--- src/rtl/bram_port_arbiter_if.sv ---
`default_nettype none
// ============================================================================
// Module  : bram_port_arbiter_if
// Brief   : Request/grant bus for the IO and processor sides plus the shared
//           BRAM port, as seen by bram_port_arbiter.
// Revision: 1.0 - initial release
// ============================================================================
interface bram_port_arbiter_if #(
    parameter int AW = 16,
    parameter int DW = 16
);
    logic          io_req;
    logic          io_we;
    logic [AW-1:0] io_addr;
    logic [DW-1:0] io_wdata;
    logic          io_gnt;
    logic          io_rvalid;

    logic          pro_req;
    logic          pro_we;
    logic [AW-1:0] pro_addr;
    logic [DW-1:0] pro_wdata;
    logic          pro_gnt;
    logic          pro_rvalid;
    logic          pro_stall;

    logic          io_lock;
    logic          busy;
    logic [DW-1:0] mem_rdata;

    logic          mem_en;
    logic          mem_we;
    logic [AW-1:0] mem_addr;
    logic [DW-1:0] mem_din;
    logic [DW-1:0] mem_dout;

    // Arbiter view: it owns the BRAM port and answers both requesters
    modport master (
        input  io_req, io_we, io_addr, io_wdata,
        input  pro_req, pro_we, pro_addr, pro_wdata,
        input  io_lock, mem_dout,
        output io_gnt, io_rvalid, pro_gnt, pro_rvalid, pro_stall,
        output busy, mem_rdata, mem_en, mem_we, mem_addr, mem_din
    );

    modport slave (
        output io_req, io_we, io_addr, io_wdata,
        output pro_req, pro_we, pro_addr, pro_wdata,
        output io_lock, mem_dout,
        input  io_gnt, io_rvalid, pro_gnt, pro_rvalid, pro_stall,
        input  busy, mem_rdata, mem_en, mem_we, mem_addr, mem_din
    );
endinterface
`default_nettype wire

--- src/rtl/bram_port_arbiter.sv ---
`default_nettype none
// ============================================================================
// Module  : bram_port_arbiter
// Brief   : Round-robin, burst-limited sharing of one BRAM port between the
//           UART IO block and the processor, with read-data return tagging.
// Revision: 1.0 - initial release
// ============================================================================
module bram_port_arbiter #(
    parameter int AW        = 16,
    parameter int DW        = 16,
    parameter int RD_LAT    = 1,
    parameter int MAX_BURST = 8
) (
    input wire                   clk_10,
    input wire                   rst_n,
    bram_port_arbiter_if.master  bus
);

    localparam int C_CNT_W = $clog2(MAX_BURST + 1);
    localparam logic [C_CNT_W-1:0] C_CNT_MAX = C_CNT_W'(MAX_BURST);
    localparam logic [C_CNT_W-1:0] C_CNT_ONE = C_CNT_W'(1);

    typedef enum logic [1:0] {
        OWN_NONE = 2'd0,
        OWN_IO   = 2'd1,
        OWN_PRO  = 2'd2
    } owner_t;

    owner_t              r_owner;
    logic [C_CNT_W-1:0]  r_cnt;
    logic                r_rr_last_pro;
    logic [AW-1:0]       r_addr_hold;
    logic [DW-1:0]       r_din_hold;
    logic [RD_LAT-1:0]   r_tag_v;
    logic [RD_LAT-1:0]   r_tag_pro;

    logic                w_io_elig;
    logic                w_pro_elig;
    logic                w_io_gnt;
    logic                w_pro_gnt;
    logic                w_cur_gnt;
    logic                w_cur_req;
    logic                w_oth_elig;
    owner_t              w_oth;
    logic [C_CNT_W-1:0]  w_cnt_inc;
    logic                w_burst_done;
    logic                w_rd;

    assign w_io_elig  = bus.io_req;
    assign w_pro_elig = bus.pro_req & ~bus.io_lock;
    assign w_io_gnt   = (r_owner == OWN_IO)  & bus.io_req;
    assign w_pro_gnt  = (r_owner == OWN_PRO) & w_pro_elig;
    assign w_cur_gnt  = w_io_gnt | w_pro_gnt;
    assign w_cur_req  = (r_owner == OWN_IO) ? w_io_elig  : w_pro_elig;
    assign w_oth_elig = (r_owner == OWN_IO) ? w_pro_elig : w_io_elig;
    assign w_oth      = (r_owner == OWN_IO) ? OWN_PRO    : OWN_IO;

    // Saturating count: an uncontested owner may run indefinitely, and a
    // late-arriving competitor must still see the limit as reached.
    assign w_cnt_inc    = (r_cnt == C_CNT_MAX) ? r_cnt : r_cnt + C_CNT_ONE;
    assign w_burst_done = (w_cnt_inc == C_CNT_MAX);

    assign w_rd = (w_io_gnt & ~bus.io_we) | (w_pro_gnt & ~bus.pro_we);

    always_ff @(posedge clk_10) begin
        if (!rst_n) begin
            r_owner       <= OWN_NONE;
            r_cnt         <= '0;
            r_rr_last_pro <= 1'b1;
            r_addr_hold   <= '0;
            r_din_hold    <= '0;
            r_tag_v       <= '0;
            r_tag_pro     <= '0;
        end else begin
            case (r_owner)
                OWN_NONE: begin
                    r_cnt <= '0;
                    if (w_io_elig && w_pro_elig)
                        r_owner <= r_rr_last_pro ? OWN_IO : OWN_PRO;
                    else if (w_io_elig)
                        r_owner <= OWN_IO;
                    else if (w_pro_elig)
                        r_owner <= OWN_PRO;
                end
                OWN_IO, OWN_PRO: begin
                    if (w_cur_gnt) begin
                        r_rr_last_pro <= (r_owner == OWN_PRO);
                        if (w_oth_elig && (w_burst_done || !w_cur_req)) begin
                            r_owner <= w_oth;
                            r_cnt   <= '0;
                        end else if (!w_cur_req) begin
                            r_owner <= OWN_NONE;
                            r_cnt   <= '0;
                        end else begin
                            r_cnt   <= w_cnt_inc;
                        end
                    end else begin
                        r_cnt   <= '0;
                        r_owner <= w_oth_elig ? w_oth : OWN_NONE;
                    end
                end
                default: begin
                    r_owner <= OWN_NONE;
                    r_cnt   <= '0;
                end
            endcase

            if (w_io_gnt) begin
                r_addr_hold <= bus.io_addr;
                r_din_hold  <= bus.io_wdata;
            end else if (w_pro_gnt) begin
                r_addr_hold <= bus.pro_addr;
                r_din_hold  <= bus.pro_wdata;
            end

            r_tag_v[0]   <= w_rd;
            r_tag_pro[0] <= w_pro_gnt;
            for (int i = 1; i < RD_LAT; i++) begin
                r_tag_v[i]   <= r_tag_v[i-1];
                r_tag_pro[i] <= r_tag_pro[i-1];
            end
        end
    end

    assign bus.io_gnt     = w_io_gnt;
    assign bus.pro_gnt    = w_pro_gnt;
    assign bus.pro_stall  = bus.pro_req & ~w_pro_gnt;
    assign bus.io_rvalid  = r_tag_v[RD_LAT-1] & ~r_tag_pro[RD_LAT-1];
    assign bus.pro_rvalid = r_tag_v[RD_LAT-1] &  r_tag_pro[RD_LAT-1];
    assign bus.mem_rdata  = bus.mem_dout;
    assign bus.busy       = (r_owner != OWN_NONE) | (|r_tag_v);

    assign bus.mem_en   = w_cur_gnt;
    assign bus.mem_we   = w_io_gnt ? bus.io_we    : (w_pro_gnt ? bus.pro_we    : 1'b0);
    assign bus.mem_addr = w_io_gnt ? bus.io_addr  : (w_pro_gnt ? bus.pro_addr  : r_addr_hold);
    assign bus.mem_din  = w_io_gnt ? bus.io_wdata : (w_pro_gnt ? bus.pro_wdata : r_din_hold);

endmodule
`default_nettype wire

--- src/flat_wrapper.sv ---
// flat-port wrapper written by rule: the top's interface ports become plain ports
module bram_port_arbiter_flat 
#(
    parameter int AW        = 16,
    parameter int DW        = 16,
    parameter int RD_LAT    = 1,
    parameter int MAX_BURST = 8
)
  (clk_10, rst_n, bus_io_req, bus_io_we, bus_io_addr, bus_io_wdata, bus_pro_req, bus_pro_we, bus_pro_addr, bus_pro_wdata, bus_io_lock, bus_mem_dout, bus_io_gnt, bus_io_rvalid, bus_pro_gnt, bus_pro_rvalid, bus_pro_stall, bus_busy, bus_mem_rdata, bus_mem_en, bus_mem_we, bus_mem_addr, bus_mem_din);
  bram_port_arbiter_if #(.AW(AW), .DW(DW)) bus_i ();
  input wire clk_10;
  input wire rst_n;
  input wire logic [$bits(bus_i.io_req)-1:0] bus_io_req;
  input wire logic [$bits(bus_i.io_we)-1:0] bus_io_we;
  input wire logic [$bits(bus_i.io_addr)-1:0] bus_io_addr;
  input wire logic [$bits(bus_i.io_wdata)-1:0] bus_io_wdata;
  input wire logic [$bits(bus_i.pro_req)-1:0] bus_pro_req;
  input wire logic [$bits(bus_i.pro_we)-1:0] bus_pro_we;
  input wire logic [$bits(bus_i.pro_addr)-1:0] bus_pro_addr;
  input wire logic [$bits(bus_i.pro_wdata)-1:0] bus_pro_wdata;
  input wire logic [$bits(bus_i.io_lock)-1:0] bus_io_lock;
  input wire logic [$bits(bus_i.mem_dout)-1:0] bus_mem_dout;
  output wire logic [$bits(bus_i.io_gnt)-1:0] bus_io_gnt;
  output wire logic [$bits(bus_i.io_rvalid)-1:0] bus_io_rvalid;
  output wire logic [$bits(bus_i.pro_gnt)-1:0] bus_pro_gnt;
  output wire logic [$bits(bus_i.pro_rvalid)-1:0] bus_pro_rvalid;
  output wire logic [$bits(bus_i.pro_stall)-1:0] bus_pro_stall;
  output wire logic [$bits(bus_i.busy)-1:0] bus_busy;
  output wire logic [$bits(bus_i.mem_rdata)-1:0] bus_mem_rdata;
  output wire logic [$bits(bus_i.mem_en)-1:0] bus_mem_en;
  output wire logic [$bits(bus_i.mem_we)-1:0] bus_mem_we;
  output wire logic [$bits(bus_i.mem_addr)-1:0] bus_mem_addr;
  output wire logic [$bits(bus_i.mem_din)-1:0] bus_mem_din;
  assign bus_i.io_req = bus_io_req;
  assign bus_i.io_we = bus_io_we;
  assign bus_i.io_addr = bus_io_addr;
  assign bus_i.io_wdata = bus_io_wdata;
  assign bus_i.pro_req = bus_pro_req;
  assign bus_i.pro_we = bus_pro_we;
  assign bus_i.pro_addr = bus_pro_addr;
  assign bus_i.pro_wdata = bus_pro_wdata;
  assign bus_i.io_lock = bus_io_lock;
  assign bus_i.mem_dout = bus_mem_dout;
  assign bus_io_gnt = bus_i.io_gnt;
  assign bus_io_rvalid = bus_i.io_rvalid;
  assign bus_pro_gnt = bus_i.pro_gnt;
  assign bus_pro_rvalid = bus_i.pro_rvalid;
  assign bus_pro_stall = bus_i.pro_stall;
  assign bus_busy = bus_i.busy;
  assign bus_mem_rdata = bus_i.mem_rdata;
  assign bus_mem_en = bus_i.mem_en;
  assign bus_mem_we = bus_i.mem_we;
  assign bus_mem_addr = bus_i.mem_addr;
  assign bus_mem_din = bus_i.mem_din;
  bram_port_arbiter #(.AW(AW), .DW(DW), .RD_LAT(RD_LAT), .MAX_BURST(MAX_BURST)) u_core (.clk_10(clk_10), .rst_n(rst_n), .bus(bus_i));
endmodule
--- config.mk ---
export PLATFORM = sky130hd
export DESIGN_NAME = bram_port_arbiter_flat
export DESIGN_NICKNAME = d
export VERILOG_FILES = /design/src/rtl/bram_port_arbiter_if.sv /design/src/rtl/bram_port_arbiter.sv /design/src/flat_wrapper.sv
export SDC_FILE = /design/constraint.sdc
export NUM_CORES = 1
export LEC_CHECK = 0
export CAP_MARGIN = 0
export CORE_MARGIN = 2
export CORE_UTILIZATION = 33
export DETAILED_ROUTE_END_ITERATION = 12
export PLACE_DENSITY = 0.75
export SLEW_MARGIN = 20
export SYNTH_ARGS = -nofsm -noshare
export SYNTH_HDL_FRONTEND = slang
export SYNTH_SLANG_ARGS = --single-unit
export TNS_END_PERCENT = 5
--- constraint.sdc ---
create_clock -name clk_10 -period 1.9 [get_ports clk_10]
set_input_delay 0.475 -clock clk_10 [delete_from_list [all_inputs] [get_ports clk_10]]
set_output_delay 0.475 -clock clk_10 [all_outputs]
set_load 0.01 [all_outputs]
==> run summary, run 1 <==
The tools report the hold-fix buffer count after cts as 0. Average via count per standard cell: 5.12. Total vias in the final route: 2691. In this run the core area contains 30 standard-cell rows. After synthesis, the cell types taking the most area are dfxtp_1 (37%), nand2_1 (12%), and2_1 (9.8%). The run gives -0.342 ns as the final worst-path setup slack.

The die covers 7450 um^2. After global routing the overflow that remains totals 0. In the layout the commonest cells are clkdlybuf4s50_1 (69), nand2_1 (46), dfxtp_1 (39). The number of synthesized flops with an enable pin came out at 0. TritonCTS built the clock tree.

The number of DRC markers after the initial detailed-route iteration is 105, and the ratio of final minimum period to clock period is 1.18. The total of flip-flops plus latches after synthesis came out at 41. The number of failing hold endpoints at the final stage is 0.

The run gives 2 as the number of buffers between clock root and the deepest sink. The number of cell instances on the worst register-to-register path is 7, and the synthesized instance count is 307. The total routed wirelength was 8.47 mm. The min-delay analysis places its worst path in the category reg -> reg. Tightest slew margin relative to the limit: 0.812.

The critical path endpoint category is an output pin. The number of iterations in the first detailed-routing pass was 4; the portion of synthesized cell area occupied by the leading cell type was 0.367. After legalization and detailed placement, the total HPWL measured 4.74 mm. The synthesized netlist occupies a cell area of 2240 um^2. STA classifies the critical path startpoint as a register. The completed layout was analyzed and its total power is 3230 uW. The DRC violation count after routing came out at 0. The final reports fail on negative setup slack.

For hold timing, the worst endpoint is u_core.r_rr_last_pro. Among all flip-flop cells after synthesis, the most frequent one is dfxtp_1. For this design the ratio of total power to cell area is 754 nW/um^2.

dfxtp_1 takes more of the synthesized area than any other cell. Initial core utilization: 0.335. Growth of design area from synthesis to finish: 91.8%.

The slack of the worst reg-to-reg path is 0 ns, and the latest clock arrival within the worst-skew pair is 0.30 ns. The largest driver fanout on the critical path is 7, and the share of cells above drive strength 1 is 0.374. The end of the worst register-to-register path was u_core.r_owner[1].

Yosys printed 0 warnings. The share of flip-flops with an asynchronous set or reset is 0. The first global-routing pass estimated 12.3 mm of wire. The share of synthesized area occupied by flip-flops and latches is 0.367.

For the maximum number of pins on one net before global-route repair, the log shows 26. The H-tree was split into 2 levels. The tools report the final core area utilization as 0.642. The die is 86.3 um tall. Class of the most critical setup path: reg -> out. After synthesis, the mean cell area works out to 7.29 um^2. Total of fill cells in the finished design: 560. The library cell used most frequently in the layout, excluding fill and tap cells, is clkdlybuf4s50_1. The number of nets handed over by synthesis was 400.

The run gives 0.209 as the all-layer global routing usage. The flow ran to the end, but the final reports show violations. The number of antenna diodes in the final layout is 0. For the global placement routability congestion, the log shows 0.776. The logs give 0 for the total count of max-transition violations in the final report and 0.00908 ns for the worst-case clock skew. CTS placed an instance of clkbuf_8 at the clock tree root. The run gives 38 as the final number of setup-violating endpoints. The tools report the largest voltage drop on the vdd net as 0.333 mV. The startpoint identified for the worst hold timing path is u_core.r_rr_last_pro. After detailed routing, the average wire length per cell comes to 16.1 um.

The final antenna-violating net count was 0. CTS saw 41 sinks. For this run, the top clock speed supported by timing is 446 MHz. The run gives 0 as the number of max-capacitance violations reported. Setup repair after global routing could not meet its margin everywhere. The core footprint is 6680 um^2. Clock tree synthesis inserted a total of 5 buffers.

Pin placement for this block handled 143 I/O pins. The number of global-route vias before repair was 2619; the critical path required time was 1.42 ns. The count of buffers added on input and output ports is 110.

The worst hold path passes through 2 cells. The leakage power is 0.00181 uW, and the overall die width is 86.3 um. The number of different library cells used by synthesis comes to 35. The clock period minus worst slack was 2.24 ns; the actual transition at the worst max-transition pin was 0.282 ns.

The CTS clock-pin slew for the worst setup and hold paths is 0.08 ns. At the end of the flow, the number of nets in the layout was 538. The number of antenna violations at the first check in global routing came out at 0. The worst register-to-register path begins at u_core.r_cnt[1]. At the worst endpoint, the arrival time is 1.77 ns.
per-stage QoR:
stage | instance area, um^2 | hold slack (ns) | std cells | setup TNS, ns | setup slack (ns)
global placement | 3550 | 0.526 | 495 | -31.55 | -0.890
CTS | 3980 | 0.575 | 522 | -10.51 | -0.355
detailed placement | 3550 | 0.555 | 495 | -31.88 | -0.888
floorplan | 2240 | 0.479 | 307 | -1.27 | -0.0626
global route | 4290 | 0.627 | 526 | -13.31 | -0.421
finish | 4290 | 0.579 | 526 | -9.82 | -0.342
report_power, final:
part	switching, uW	total, uW	internal [uW]
clock	309	603	294
combinational	724	1620	898
sequential	41.1	1010	967
layout make-up:
| type | count | area, um^2 | area share |
|---|---|---|---|
| Inverter | 7 | 38.8 | 0.00904 |
| Sequential cell | 41 | 823 | 0.192 |
| Clock buffer | 6 | 82.6 | 0.0192 |
| Clock inverter | 2 | 13.8 | 0.00321 |
| Multi-Input combinational cell | 223 | 1620 | 0.377 |
| Tap cell | 80 | 100 | 0.0233 |
| Timing Repair Buffer | 167 | 1620 | 0.376 |
critical path: stages (launching register included):
cell      delay [ns]
dfxtp_2         0.33
inv_2           0.08
ha_4            0.14
nand3b_1        0.10
buf_6           0.16
clkinv_8        0.08
buf_8           0.13
nand2_1         0.09
a31oi_2         0.18
buf_2           0.17
cell usage after synthesis (5+ instances only):
| cell | instances |
|---|---|
| buf_1 | 5 |
| nand2_1 | 73 |
| o21ai_0 | 6 |
| nand3_1 | 6 |
| buf_4 | 16 |
| a31oi_1 | 33 |
| nor2_1 | 34 |
| dfxtp_1 | 41 |
| and2_1 | 35 |
| clkbuf_1 | 13 |
| ha_1 | 6 |
| inv_1 | 6 |
| nand2b_1 | 5 |
flip-flops by register name (all words and copies together) (netlist names):
| name | flops |
|---|---|
| u_core.r_tag_pro | 1 |
| u_core.r_tag_v | 1 |
| u_core.r_rr_last_pro | 1 |
| u_core.r_owner | 2 |
| u_core.r_addr_hold | 16 |
| u_core.r_din_hold | 16 |
| u_core.r_cnt | 4 |
metal layers:
metal  vias to the layer above  track usage  part of all wire
li1                       1281            -                 -
met1                      1276        0.228              0.40
met2                       113        0.390              0.52
met3                        21       0.0476             0.060
met4                         0       0.0767             0.017
met5                         -            0                 0
timing repair:
| item | 4_1_cts | 5_1_grt |
|---|---|---|
| cloned | 7 | 3 |
| endpoints found under the setup margin | 40 | 44 |
| pin swaps | 39 | 31 |
| setup buffers | 12 | 7 |
| gates resized for setup | 208 | 60 |
worst max path at each step:
stage	from	end	slack, ns	cells after the start
after floorplan	u_core.r_owner[0]	bus_mem_addr[10]	-0.06	7
final	u_core.r_owner[0]	bus_mem_din[10]	-0.34	9
after global routing	u_core.r_owner[0]	bus_mem_din[10]	-0.42	9
after global placement	bus_io_lock	bus_mem_din[0]	-0.89	6
after CTS	u_core.r_owner[0]	bus_mem_addr[10]	-0.35	10
after detailed placement	bus_io_lock	bus_mem_din[2]	-0.89	7
kinds of logic (layout without fill, tap and decap cells):
family | count (synthesis) | in the layout | share of synthesized area
AOI/OAI and AO/OA | 51 | 51 | 0.149
xor gates and xnor gates | 1 | 1 | 0.00392
adders and majority gates | 6 | 6 | 0.0336
buffers and inverters | 43 | 182 | 0.100
DFF | 41 | 41 | 0.367
muxes | 2 | 2 | 0.00895
and+or+nand+nor | 163 | 163 | 0.337
(Power assumes the default switching activity.)
==> inputs of run 2 (changes only) <==
--- a/config.mk
+++ b/config.mk
@@ -10,6 +10,7 @@
 export CORE_UTILIZATION = 33
 export DETAILED_ROUTE_END_ITERATION = 12
 export PLACE_DENSITY = 0.75
+export REMOVE_ABC_BUFFERS = 1
 export SLEW_MARGIN = 20
 export SYNTH_ARGS = -nofsm -noshare
 export SYNTH_HDL_FRONTEND = slang
==> run summary, run 2 (synthesized netlist as in run 1, its figures left out) <==
The worst hold path startpoint was u_core.r_rr_last_pro (unchanged). The clock period minus worst slack is 2.29 ns (was 2.24 ns). The largest driver fanout on the critical path was 5 (was 7).

For the number of sinks handled by clock tree synthesis, the log shows 41 (unchanged). The post-DP HPWL is 5.01 mm (was 4.74 mm). The number of buffers created by CTS is 5 (unchanged).

The final worst-path setup slack came out at -0.390 ns (was -0.342 ns). The flow ran to the end, but the final reports show violations. The number of cell instances on the worst register-to-register path is 11 (was 7). The worst-case hold path end point is u_core.r_rr_last_pro (unchanged). The first-pass GRT wire length was 12.3 mm (about the same). The tools report the total count of max-transition violations in the final report as 0 (unchanged).

Share of cells above drive strength 1: 0.355 (was 0.374). Class of the most critical hold timing path: reg -> reg (unchanged). The final antenna-violating net count is 0 (unchanged), and the delay of the slowest cell on the worst path is 0.35 ns (was 0.33 ns).

The source of the worst register-to-register timing path was u_core.r_owner[0] (was u_core.r_cnt[1]). The tightest slew margin relative to the limit is 0.831 (was 0.812), and the power per unit of standard cell area is 750 nW/um^2 (was 754 nW/um^2). Critical path endpoint category: an output pin (unchanged). Most used cells in the layout excluding fill and tap cells: clkdlybuf4s50_1 (69), nand2_1 (54), dfxtp_1 (39) (was clkdlybuf4s50_1 (69), nand2_1 (46), dfxtp_1 (39)). End of the worst register-to-register path: u_core.r_owner[1] (unchanged). The tools report the critical path launch point type as a register (unchanged). The tools report the worst-case clock skew as 0.00412 ns (was 0.00908 ns). The total routed wirelength is 8.33 mm (was 8.47 mm), and the number of buffers between clock root and the deepest sink is 2 (unchanged). TritonCTS built the clock tree. The remaining global-route overflow is 0 (unchanged).

Regs by FF count: u_core.r_addr_hold: 16 flops, u_core.r_din_hold: 16 flops, u_core.r_cnt: 4 flops (unchanged). Setup repair after global routing could not meet its margin everywhere. The antenna diode instance count is 0 (unchanged), and the worst-case hold slack is 0.567 ns (was 0.579 ns). The die area was 7450 um^2 (unchanged); the maximum level of the CTS H-tree was 2 (unchanged). The leakage power is 0.00177 uW (was 0.00181 uW). The tools report the worst endpoint data arrival time as 1.81 ns (was 1.77 ns). Failing checks: negative setup slack (unchanged).

Among the stages of the critical path, the cell type that occurs most often is buf_6. The number of buffers and inverters on the critical path is 5 (unchanged). Cell with the biggest individual delay on the critical path: dfxtp_2 (unchanged).

The count of boundary I/O pins is 143 (unchanged). The tools report the initial core utilization as 0.335 (unchanged). The final number of setup-violating endpoints was 38 (unchanged); the CTS clock-pin slew for the worst setup and hold paths was 0.08 ns (about the same). Slack of the worst reg-to-reg path: -0.09 ns (was 0 ns). Most frequent standard cell in the layout excluding fill and tap cells: clkdlybuf4s50_1 (unchanged).

The hold-fix buffer count after cts is 0 (unchanged), and the overall die width is 86.3 um (unchanged). The tools report the number of antenna violations at the first check in global routing as 0 (unchanged). The tools report the total vias in the final route as 2639 (was 2691). The latest clock arrival within the worst-skew pair was 0.29 ns (was 0.30 ns). The tools report the final core area utilization as 0.648 (was 0.642). The largest voltage drop on the vdd net was 0.486 mV (was 0.333 mV); the maximum frequency from static timing analysis was 437 MHz (was 446 MHz). The run gives 0 (unchanged) as the number of max-capacitance violations reported.

The count of input and output buffers works out to 110 (unchanged). The class of the most critical setup path is reg -> out (unchanged). The actual transition at the worst max-transition pin is 0.252 ns (was 0.282 ns). The critical path required time was 1.42 ns (about the same); the routed wire length per instance was 16.0 um (was 16.1 um). The average via count per standard cell works out to 5.08 (was 5.12). The root buffer cell was clkbuf_8 (unchanged). The tools report the final instance count without filler cells as 520 (was 526). Largest delay contributor family on the critical path: buffers and inverters (unchanged). The logs give 6680 um^2 (unchanged) for the core footprint and 0.820 (was 0.776) for the global placement routability congestion. The final-stage net count came out at 532 (was 538). The DRC violation count after routing was 0 (unchanged). The logs give 30 (unchanged) for the row count and 558 (was 560) for the total of fill cells in the finished design.

The all-layer global routing usage is 0.210 (was 0.209). The number of global-route vias before repair is 2546 (was 2619). The number of stages on the worst hold path was 2 (unchanged); the number of DRC markers after the initial detailed-route iteration was 86 (was 105). The number of failing hold endpoints at the final stage came out at 0 (unchanged). The height of the die was 86.3 um (unchanged). Cell Chain, Critical Path: inv_2 > ha_4 > nand3b_1 > buf_6 > buf_6 > buf_16 > nand2_1 > a31oi_2 > buf_2 (was inv_2 > ha_4 > nand3b_1 > buf_6 > clkinv_8 > buf_8 > nand2_1 > a31oi_2 > buf_2).

Number of iterations in the first detailed-routing pass: 4 (unchanged). The ratio of final minimum period to clock period is 1.21 (was 1.18), and the maximum number of pins on one net before global-route repair is 33 (was 26). The growth of design area from synthesis to finish is 93.5% (was 91.8%), and the total placed cells including tap cells is 490 (was 495).
-- run 2: cell count changes in the layout (fill, tap and decap cells not counted), moves of 3 or more --
cell | before | now
nand2_2 | 20 | 12
a31oi_4 | 11 | 15
clkbuf_16 | 3 | 0
nor2_1 | 34 | 31
nand2_1 | 46 | 54
buf_2 | 31 | 24
nor2_2 | 0 | 3
buf_6 | 9 | 22
buf_16 | 3 | 6
buf_4 | 37 | 27
a31oi_2 | 14 | 9
-- run 2: repair_timing --
item,4_1_cts,5_1_grt
cloned,7,0
pin swaps,31,31
setup endpoints to repair,44,44
setup buffers,13,3
gates resized for setup,203,82
-- run 2: metal layers --
metal / global-route usage / vias to the layer above / share of wire
li1: - / 1273 / -
met1: 0.239 / 1236 / 0.39
met2: 0.355 / 114 / 0.50
met3: 0.0933 / 14 / 0.094
met4: 0.0540 / 2 / 0.014
met5: 0.0559 / - / 0.0062
-- run 2: worst max-delay path by stage --
stage,from,end,cells after the start
floorplan,u_core.r_owner[0],u_core.r_owner[0],7
global placement,bus_pro_req,bus_mem_addr[10],7
detailed placement,bus_pro_req,bus_mem_din[1],7
CTS,u_core.r_owner[0],bus_mem_addr[5],9
global route,u_core.r_owner[0],bus_mem_addr[13],9
finish,u_core.r_owner[0],bus_mem_addr[13],9
-- run 2: area by class of cell --
type | instances | area, um^2 | area share
clock buffers | 6 | 82.6 | 0.0191
repair buffers | 161 | 1640 | 0.379
inverters | 7 | 38.8 | 0.00896
clock inverters | 2 | 13.8 | 0.00318
well taps | 80 | 100 | 0.0231
flip-flops and latches | 41 | 823 | 0.190
multi-input cells | 223 | 1630 | 0.376
-- run 2: tightest hold or removal path, cell delays in order, from the launching register on --
cell	delay, ns
dfxtp_1	0.38
mux2i_1	0.10
nand2_1	0.06
-- run 2: stage by stage --
| stage | TNS [ns] | power (uW) | cell area [um^2] | setup slack [ns] |
|---|---|---|---|---|
| final | -11.34 | 3250 | 4330 | -0.390 |
| after global routing | -14.31 | 3430 | 4330 | -0.464 |
| after CTS | -10.73 | 2950 | 3890 | -0.358 |
| after detailed placement | -36.26 | 2300 | 3520 | -0.924 |
| after global placement | -35.19 | 2290 | 3520 | -0.903 |
| after floorplan | -79.11 | 1530 | 2040 | -1.14 |
-- run 2: power by group --
| group | total, uW | internal (uW) | switching (uW) | leakage (uW) |
|---|---|---|---|---|
| registers | 1020 | 968 | 48.8 | 0.000335 |
| logic | 1610 | 901 | 711 | 0.00138 |
| clock network | 618 | 295 | 323 | 0.0000512 |
==> inputs of run 3 (changes only) <==
--- a/config.mk
+++ b/config.mk
@@ -7,9 +7,9 @@
 export LEC_CHECK = 0
 export CAP_MARGIN = 0
 export CORE_MARGIN = 2
-export CORE_UTILIZATION = 33
+export CORE_UTILIZATION = 30
 export DETAILED_ROUTE_END_ITERATION = 12
-export PLACE_DENSITY = 0.75
+export PLACE_DENSITY = 0.69
 export REMOVE_ABC_BUFFERS = 1
 export SLEW_MARGIN = 20
 export SYNTH_ARGS = -nofsm -noshare
==> run summary, run 3 (synthesized netlist as in run 1, its figures left out) <==
The cell with the biggest individual delay on the critical path was dfxtp_2 (unchanged). The tools report the maximum level of the CTS H-tree as 2 (unchanged). The critical path endpoint category is an output pin (unchanged). The clock period minus worst slack is 2.25 ns (was 2.29 ns).

Leakage power: 0.00164 uW (was 0.00177 uW). Number of buffers created by CTS: 5 (unchanged). The count of cell instances traversed by the critical path works out to 7 (was 9). The largest delay contributor family on the critical path is buffers and inverters (unchanged). The logs give 0.00887 ns (was 0.00412 ns) for the worst-case clock skew and 2644 (was 2546) for the number of global-route vias before repair. Setup repair after global routing could not meet its margin everywhere.

The total vias in the final route was 2582 (was 2639). The maximum number of pins on one net before global-route repair is 35 (was 33), and the power per unit of standard cell area is 769 nW/um^2 (was 750 nW/um^2). The final antenna-violating net count was 0 (unchanged); the total routed wirelength was 8.31 mm (was 8.33 mm).

The tools report the number of iterations in the first detailed-routing pass as 4 (unchanged). The number of cell instances on the worst register-to-register path is 10 (was 11), and the average via count per standard cell is 4.90 (was 5.08). The number of failing hold endpoints at the final stage came out at 0 (unchanged).

The overall die width was 90.4 um (was 86.3 um). The number of max-capacitance violations reported was 0 (unchanged). Failing checks: negative setup slack (unchanged). CTS clock-pin slew for the worst setup and hold paths: 0.09 ns (was 0.08 ns). Critical path required time: 1.42 ns (about the same). The logs give 0 (unchanged) for the total count of max-transition violations in the final report and 41 (unchanged) for the number of sinks handled by clock tree synthesis. The maximum frequency from static timing analysis was 444 MHz (was 437 MHz). The flow ran to the end, but the final reports show violations.

Regs by FF count: u_core.r_addr_hold: 16 flops, u_core.r_din_hold: 16 flops, u_core.r_cnt: 4 flops (unchanged). The remaining global-route overflow is 0 (unchanged). The logs give 143 (unchanged) for the count of boundary I/O pins and 0.196 (was 0.210) for the all-layer global routing usage. The root buffer cell is clkbuf_8 (unchanged). The tools report the post-DP HPWL as 5.05 mm (was 5.01 mm). Most used cells in the layout excluding fill and tap cells: clkdlybuf4s50_1 (69), nand2_1 (65), dfxtp_1 (39) (was clkdlybuf4s50_1 (69), nand2_1 (54), dfxtp_1 (39)).

The class of the most critical setup path was reg -> out (unchanged). The height of the die was 90.4 um (was 86.3 um); the total of fill cells in the finished design was 678 (was 558). The tools report the core footprint as 7250 um^2 (was 6680 um^2). The final core area utilization is 0.539 (was 0.648), and the routed wire length per instance is 15.8 um (was 16.0 um).

The number of buffers and inverters on the critical path came out at 3 (was 5). The die area came out at 8160 um^2 (was 7450 um^2). The ratio of final minimum period to clock period works out to 1.18 (was 1.21). The first-pass GRT wire length is 12.9 mm (was 12.3 mm), and the final number of setup-violating endpoints is 39 (was 38). The number of stages on the worst hold path came out at 2 (unchanged).

The critical path launch point type is a register (unchanged). The share of cells above drive strength 1 came out at 0.301 (was 0.355). TritonCTS built the clock tree.

The final worst-path setup slack was -0.350 ns (was -0.390 ns); the hold-fix buffer count after cts was 0 (unchanged). The class of the most critical hold timing path is reg -> reg (unchanged). For the row count, the log shows 31 (was 30).

The most frequent standard cell in the layout excluding fill and tap cells was clkdlybuf4s50_1 (unchanged). Cell Chain, Critical Path: buf_4 > ha_4 > nand2_4 > bufbuf_16 > nand2_1 > o21ai_0 > clkdlybuf4s15_2 (was inv_2 > ha_4 > nand3b_1 > buf_6 > buf_6 > buf_16 > nand2_1 > a31oi_2 > buf_2). The global placement routability congestion was 0.894 (was 0.820); the tightest slew margin relative to the limit was 0.796 (was 0.831). Largest driver fanout on the critical path: 17 (was 5).

The delay of the slowest cell on the worst path came out at 0.33 ns (was 0.35 ns). The sequential standard cell area is 826 um^2 (was 823 um^2), and the growth of design area from synthesis to finish is 74.6% (was 93.5%). The antenna diode instance count came out at 0 (unchanged).

Total chip power: 3000 uW (was 3250 uW). The latest clock arrival within the worst-skew pair came out at 0.31 ns (was 0.29 ns). The logs give 1440 um^2 (was 1630 um^2) for the area of the multi-input gates and 520 (was 532) for the final-stage net count. The worst endpoint data arrival time came out at 1.78 ns (was 1.81 ns).

The logs give 2 (unchanged) for the number of buffers between clock root and the deepest sink and 0.359 mV (was 0.486 mV) for the largest voltage drop on the vdd net. The actual transition at the worst max-transition pin was 0.306 ns (was 0.252 ns); the number of DRC markers after the initial detailed-route iteration was 162 (was 86). For the initial core utilization, the log shows 0.308 (was 0.335). The DRC violation count after routing is 0 (unchanged), and the count of input and output buffers is 110 (unchanged). The tools report the number of antenna violations at the first check in global routing as 0 (unchanged).
==> run 3: cell types whose count changed in the layout (fill, tap and decap cells not counted), moves of 5 or more <==
cell	delta
nand2_1	+11
nand2_4	-5
buf_2	+9
a31oi_4	-12
buf_16	-5
a31oi_2	+12
buf_6	-20
nand2_2	-6
==> run 3: stage by stage <==
stage	instance area [um^2]	hold WS, ns	setup TNS, ns	setup WS [ns]	instances
after floorplan	2040	0.478	-79.11	-1.14	271
after CTS	3780	0.559	-11.91	-0.375	528
after detailed placement	3510	0.533	-37.28	-0.956	507
after global routing	3910	0.593	-14.67	-0.435	527
after global placement	3510	0.510	-33.74	-0.904	507
final	3910	0.562	-10.89	-0.350	527
==> run 3: final timing paths <==
check | from | end | slack (ns)
setup reg to reg | u_core.r_owner[0] | u_core.r_owner[1] | -0.08
setup / recovery | u_core.r_owner[0] | bus_mem_we | -0.35
hold reg to reg | u_core.r_rr_last_pro | u_core.r_rr_last_pro | 0.56
hold / removal | u_core.r_rr_last_pro | u_core.r_rr_last_pro | 0.56
==> run 3: metal layers <==
| layer | track usage | vias to the layer above | part of all wire |
|---|---|---|---|
| met5 | 0.0577 | - | 0.0075 |
| met4 | 0.0359 | 2 | 0.0064 |
| met3 | 0.0902 | 8 | 0.11 |
| met2 | 0.330 | 121 | 0.47 |
| met1 | 0.227 | 1202 | 0.40 |
| li1 | - | 1249 | - |
==> run 3: layout make-up <==
type | instances | area share
Clock inverter | 3 | 0.00641
Timing Repair Buffer | 149 | 0.357
Multi-Input combinational cell | 223 | 0.368
Clock buffer | 5 | 0.0176
Tap cell | 99 | 0.0317
Inverter | 7 | 0.00737
Sequential cell | 41 | 0.211
==> run 3: tightest hold or removal path: stages (launching register included) <==
cell and delay [ns]:
dfxtp_1 0.39, mux2i_1 0.09, nand2_1 0.06
==> run 3: where the power goes <==
| part | switching (uW) | internal [uW] |
|---|---|---|
| clock | 357 | 266 |
| sequential | 36.6 | 968 |
| combinational | 635 | 740 |
==> run 3: repair_timing <==
item | 4_1_cts | 5_1_grt
hold endpoints to repair | 0 | 0
pin swaps | 27 | 10
setup endpoints to repair | 44 | 44
gates cloned | 5 | 1
setup buffers | 8 | 1
gates resized for setup | 180 | 37
==> RTL edit 1 (flow settings as in run 2) <==
Reset style: asynchronous (`rst_n`), changed in one clocked block.
--- a/src/rtl/bram_port_arbiter.sv
+++ b/src/rtl/bram_port_arbiter.sv
@@ -62,7 +62,7 @@
 
     assign w_rd = (w_io_gnt & ~bus.io_we) | (w_pro_gnt & ~bus.pro_we);
 
-    always_ff @(posedge clk_10) begin
+    always_ff @(posedge clk_10 or negedge rst_n) begin
         if (!rst_n) begin
             r_owner       <= OWN_NONE;
             r_cnt         <= '0;
Formal check against the unedited RTL: differs if rst_n is asserted again (counterexample within 4 cycles, from zero or initial values and one cycle with rst_n low); with rst_n held inactive, the same outputs for 10 cycles.
==> RTL edit 1 against run 2 <==
- the flow still finishes with violations (setup timing)
- routed wire length down 4.5%
- cell count shrank 14%
- worst setup slack improved by 18 ps
- maximum frequency rose by 0.79%
- critical path depth is 1 lower
- die area increased by 0.10%
- cell area decreased by 3.0%
- first-iteration DRC count increased by 20%
- area after synthesis grew 0.11%
- clock skew up 7.5 ps
- sequential cell count stayed put
- critical path type is now in2out
- largest cell class unchanged
- highest routed layer is now met4
Power is not compared: it rests on default switching activity, and its combinational part moved more than twofold at a synthesized area within 25%.
==> RTL edit 1: results (changes against run 2) <==
{
  "run_status": {"value": "finished, violations left"},
  "failed_checks": {"value": "setup timing"},
  "synth_cell_type_count": {"value": 36, "change": "+2.9%"},
  "post_synth.cell_area_avg": {"value": 9.78, "unit": "sq um", "change": "+34%"},
  "dpl.cell_count": {"value": 421, "change": "-14%"},
  "crit_path_max_fanout": {"value": 8, "change": "+3"},
  "detailedRoute.firstIterationViolations": {"value": 103, "change": "+20%"},
  "placed_area": {"value": 0.00352, "unit": "sq mm", "change": "about the same"},
  "post-dp-hpwl": {"value": 4680, "unit": "um", "change": "-6.7%"},
  "post-cts-setup-buffers": {"value": 4, "change": "-9"},
  "worst_r2r_path_depth": {"value": 7, "change": "-4"},
  "wire_per_inst": {"value": 17.8, "unit": "um", "change": "+11%"},
  "worst_slack": {"value": -372, "unit": "ps", "change": "+18.1 ps"},
  "critical_path.slowest_cell": {"value": "sky130_fd_sc_hd__mux2i_2"},
  "postCtsResizedCells": {"value": 244, "change": "+20%"},
  "grt_usage": {"value": 18.8, "unit": "%", "change": "-2.2 points"},
  "setup-violations-final": {"value": 40, "change": "+5.3%"},
  "place.gp.congestion": {"value": 0.884, "change": "+7.8%"},
  "min-delay-path-class": {"value": "in2async"},
  "nets": {"value": 461, "change": "-13%"},
  "grt_start_max_net_pins": {"value": 42, "change": "+27%"},
  "drive_gt1_share": {"value": 43.5, "unit": "%", "change": "+8.0 points"},
  "first_global_vias": {"value": 2241, "change": "-12%"},
  "synthTopCellsByCount": {"value": "sky130_fd_sc_hd__dfrtp_1, sky130_fd_sc_hd__nand2_1, sky130_fd_sc_hd__o21ai_0"},
  "via_per_inst": {"value": 5.01, "change": "-1.3%"},
  "clk_skew": {"value": 11.7, "unit": "ps", "change": "+7.55 ps"}
}
-- RTL edit 1: changes by cell type in the layout (fill, tap and decap cells not counted), moves of 19 or more --
cell	before	now
sky130_fd_sc_hd__and2_1	35	1
sky130_fd_sc_hd__nand2_1	54	35
sky130_fd_sc_hd__dfrtp_1	0	40
sky130_fd_sc_hd__o21ai_2	0	23
sky130_fd_sc_hd__nor2_1	31	1
sky130_fd_sc_hd__dfxtp_1	39	0
-- RTL edit 1: final timing paths --
check	from	to	slack [ps]
max in group asynchronous	rst_n	u_core.r_addr_hold[9]	1260
worst min-delay path	rst_n	u_core.r_cnt[0]	250
worst max register to register	u_core.r_cnt[0]	u_core.r_cnt[0]	-50
worst min register to register	u_core.r_addr_hold[13]	u_core.r_addr_hold[13]	550
min in group clk_10	u_core.r_addr_hold[13]	u_core.r_addr_hold[13]	550
worst max-delay path	bus_pro_req	bus_mem_addr[9]	-370
-- RTL edit 1: kinds of logic after synthesis --
group | share of synthesized area [%]
flops | 45.9
simple gates | 12.6
buf+inv | 8.27
xor+xnor | 0.391
fa+ha+maj | 3.35
compound gates | 15.3
mux | 14.3
-- RTL edit 1: area by class of cell --
class / count / area [sq um]
Timing Repair Buffer: 157 / 1510
Inverter: 6 / 47.5
Tap cell: 80 / 100
Fill cell: 549 / 2480
Clock buffer: 6 / 72.6
Timing Repair inverter: 1 / 8.76
Multi-Input combinational cell: 156 / 1420
Sequential cell: 41 / 1030
Clock inverter: 1 / 8.76
-- RTL edit 1: worst register-to-register path: stages (launching register included) --
cell	delay (ps)
sky130_fd_sc_hd__dfrtp_1	390
sky130_fd_sc_hd__buf_4	160
sky130_fd_sc_hd__ha_4	170
sky130_fd_sc_hd__nor2_1	120
sky130_fd_sc_hd__nand3_1	100
sky130_fd_sc_hd__a311o_1	450
sky130_fd_sc_hd__a31oi_4	230
sky130_fd_sc_hd__and4b_1	230
-- RTL edit 1: through the flow --
| step | util [%] | setup TNS (ps) |
|---|---|---|
| after floorplan | - | -45440 |
| after global placement | 52.7 | -43080 |
| after detailed placement | 52.7 | -44270 |
| after CTS | 55.8 | -10550 |
| after global routing | 62.8 | -13250 |
| final | 62.8 | -10490 |
-- RTL edit 1: report_power, final --
group	internal, W	leakage, nW	switching [W]	total [W]
clock	0.000255	0.0412	0.000315	0.000570
sequential	0.00124	0.516	0.000178	0.00142
combinational	0.00173	1.20	0.00151	0.00325
-- RTL edit 1: metal layers --
metal  track usage [%]  up-vias  routed length [um]
li1                  -     1072                   -
met1              22.6     1047                3080
met2              30.8      109                3990
met3              8.00       16                 717
met4              5.68        0                 164
met5                 0        -                   0
==> RTL edit 2 (settings of run 2) <==
Made on the original files. `RD_LAT` is set to 1 in 2 places; all go to 2.
--- a/src/rtl/bram_port_arbiter.sv
+++ b/src/rtl/bram_port_arbiter.sv
@@ -8,7 +8,7 @@
 module bram_port_arbiter #(
     parameter int AW        = 16,
     parameter int DW        = 16,
-    parameter int RD_LAT    = 1,
+    parameter int RD_LAT    = 2,
     parameter int MAX_BURST = 8
 ) (
     input wire                   clk_10,
--- a/src/flat_wrapper.sv
+++ b/src/flat_wrapper.sv
@@ -3,7 +3,7 @@
 #(
     parameter int AW        = 16,
     parameter int DW        = 16,
-    parameter int RD_LAT    = 1,
+    parameter int RD_LAT    = 2,
     parameter int MAX_BURST = 8
 )
   (clk_10, rst_n, bus_io_req, bus_io_we, bus_io_addr, bus_io_wdata, bus_pro_req, bus_pro_we, bus_pro_addr, bus_pro_wdata, bus_io_lock, bus_mem_dout, bus_io_gnt, bus_io_rvalid, bus_pro_gnt, bus_pro_rvalid, bus_pro_stall, bus_busy, bus_mem_rdata, bus_mem_en, bus_mem_we, bus_mem_addr, bus_mem_din);
Function: changed (a bounded check fails within 4 cycles, from zero or initial values and one cycle with rst_n low).
==> RTL edit 2 against run 2 <==
- register-to-register slack lost 40 ps
- largest power group unchanged
- synthesized cell count grew 1.6%
- non-clock buffer count up 4
- cell area increased by 1.7%
- the run still ends with setup timing left
- worst setup slack lost 6.2 ps
- total power grew 5.5%
- critical path type unchanged
- area after synthesis up 2.4%
- routed wire length down 2.0%
- count of clock-buffer cells in the layout unchanged
- sequential power is 4% higher
- critical path depth up 1
- sequential cell count increased by 2
- first-iteration DRC count is 77% higher
- combinational power hardly changed
==> RTL edit 2: results (changes against run 2) <==
{
  "post_synth_xor_area_fraction": {"value": 0.382, "unit": "%", "change": "-0.0092 points"},
  "transition_time_of_the_tightest_slew_check_pin": {"value": 308, "unit": "ps", "change": "+55.5 ps"},
  "nets": {"value": 541, "change": "+1.7%"},
  "ir_drop": {"value": 0.382, "unit": "mV", "change": "-21%"},
  "setup.reg_to_reg.worst_slack": {"value": -130, "unit": "ps", "change": "-40 ps"},
  "whs_path_depth": {"value": 1, "change": "-1"},
  "postCtsResizedCells": {"value": 243, "change": "+20%"},
  "setup-violations-final": {"value": 39, "change": "+2.6%"},
  "multi_input_gates": {"value": 226, "change": "+1.3%"},
  "first_global_vias": {"value": 2767, "change": "+8.7%"},
  "post-dp-hpwl": {"value": 4920, "unit": "um", "change": "-1.9%"},
  "compound_gate_fraction_of_synth_area": {"value": 14.6, "unit": "%", "change": "-0.35 points"},
  "p_comb_share": {"value": 47.1, "unit": "%", "change": "-2.6 points"},
  "routed-via-count": {"value": 2671, "change": "+1.2%"},
  "grt_start_max_net_pins": {"value": 30, "change": "-9.1%"},
  "hold_path_end": {"value": "u_core.r_tag_pro[1]"},
  "globalRouteMet2Util": {"value": 38.2, "unit": "%", "change": "+2.7 points"},
  "first_pass_grt_wire_length": {"value": 12700, "unit": "um", "change": "+3.6%"},
  "wl_met3": {"value": 758, "unit": "um", "change": "-2.9%"},
  "grt_use_met1": {"value": 23.4, "unit": "%", "change": "-0.45 points"},
  "failed_checks": {"value": "setup timing"},
  "worst_slack": {"value": -396, "unit": "ps", "change": "-6.15 ps"},
  "fraction_of_area_in_multi_input_gates": {"value": 37.5, "unit": "%", "change": "-0.13 points"},
  "final.setup.tns": {"value": -12700, "unit": "ps", "change": "-1370 ps"},
  "run_status": {"value": "finished, violations left"},
  "post_synth_main_area_contributors": {"value": "sky130_fd_sc_hd__dfxtp_1, sky130_fd_sc_hd__nand2_1, sky130_fd_sc_hd__and2_1, sky130_fd_sc_hd__a31oi_1, sky130_fd_sc_hd__nor2_1"},
  "post_synth_mux_area_share": {"value": 0.874, "unit": "%", "change": "-0.021 points"},
  "grt_usage": {"value": 21.2, "unit": "%", "change": "+0.17 points"},
  "place.gp.congestion": {"value": 0.832, "change": "+1.4%"},
  "worstSetupEndpoint": {"value": "bus_mem_din[11]"},
  "synth_sequential_area_ratio": {"value": 37.6, "unit": "%", "change": "+0.89 points"},
  "clk_skew": {"value": 5.45, "unit": "ps", "change": "+1.33 ps"},
  "wl_met2": {"value": 4150, "unit": "um", "change": "about the same"},
  "filler_cell_count": {"value": 570, "change": "+2.2%"}
}
-- RTL edit 2: cell types whose count changed after synthesis, sizes merged --
cell           run 2  this run
nand2             73        74
dfxtp             41        43
and2              35        37
clkbuf            13        11
nor2              34        35
nand2b             5         4
buf               23        25
-- RTL edit 2: critical path: cells and delay by family (launching register included) --
| family | cells | cell delay [ps] |
|---|---|---|
| adder cells (fa/ha/maj) | 1 | 150 |
| buffers and inverters | 6 | 650 |
| AO/OA/AOI/OAI | 1 | 180 |
| AND/OR/NAND/NOR | 2 | 210 |
| flip-flops | 1 | 340 |
-- RTL edit 2: per-stage QoR --
| step | cells | cell area [sq um] | hold WS [ps] | setup slack, ps |
|---|---|---|---|---|
| 5_1_grt | 529 | 4400 | 457 | -495 |
| 2_1_floorplan | 276 | 2090 | 412 | -1140 |
| 4_1_cts | 527 | 4220 | 442 | -365 |
| 3_5_place_dp | 499 | 3570 | 421 | -926 |
| 6_report | 529 | 4400 | 439 | -396 |
| 3_3_place_gp | 499 | 3570 | 416 | -938 |
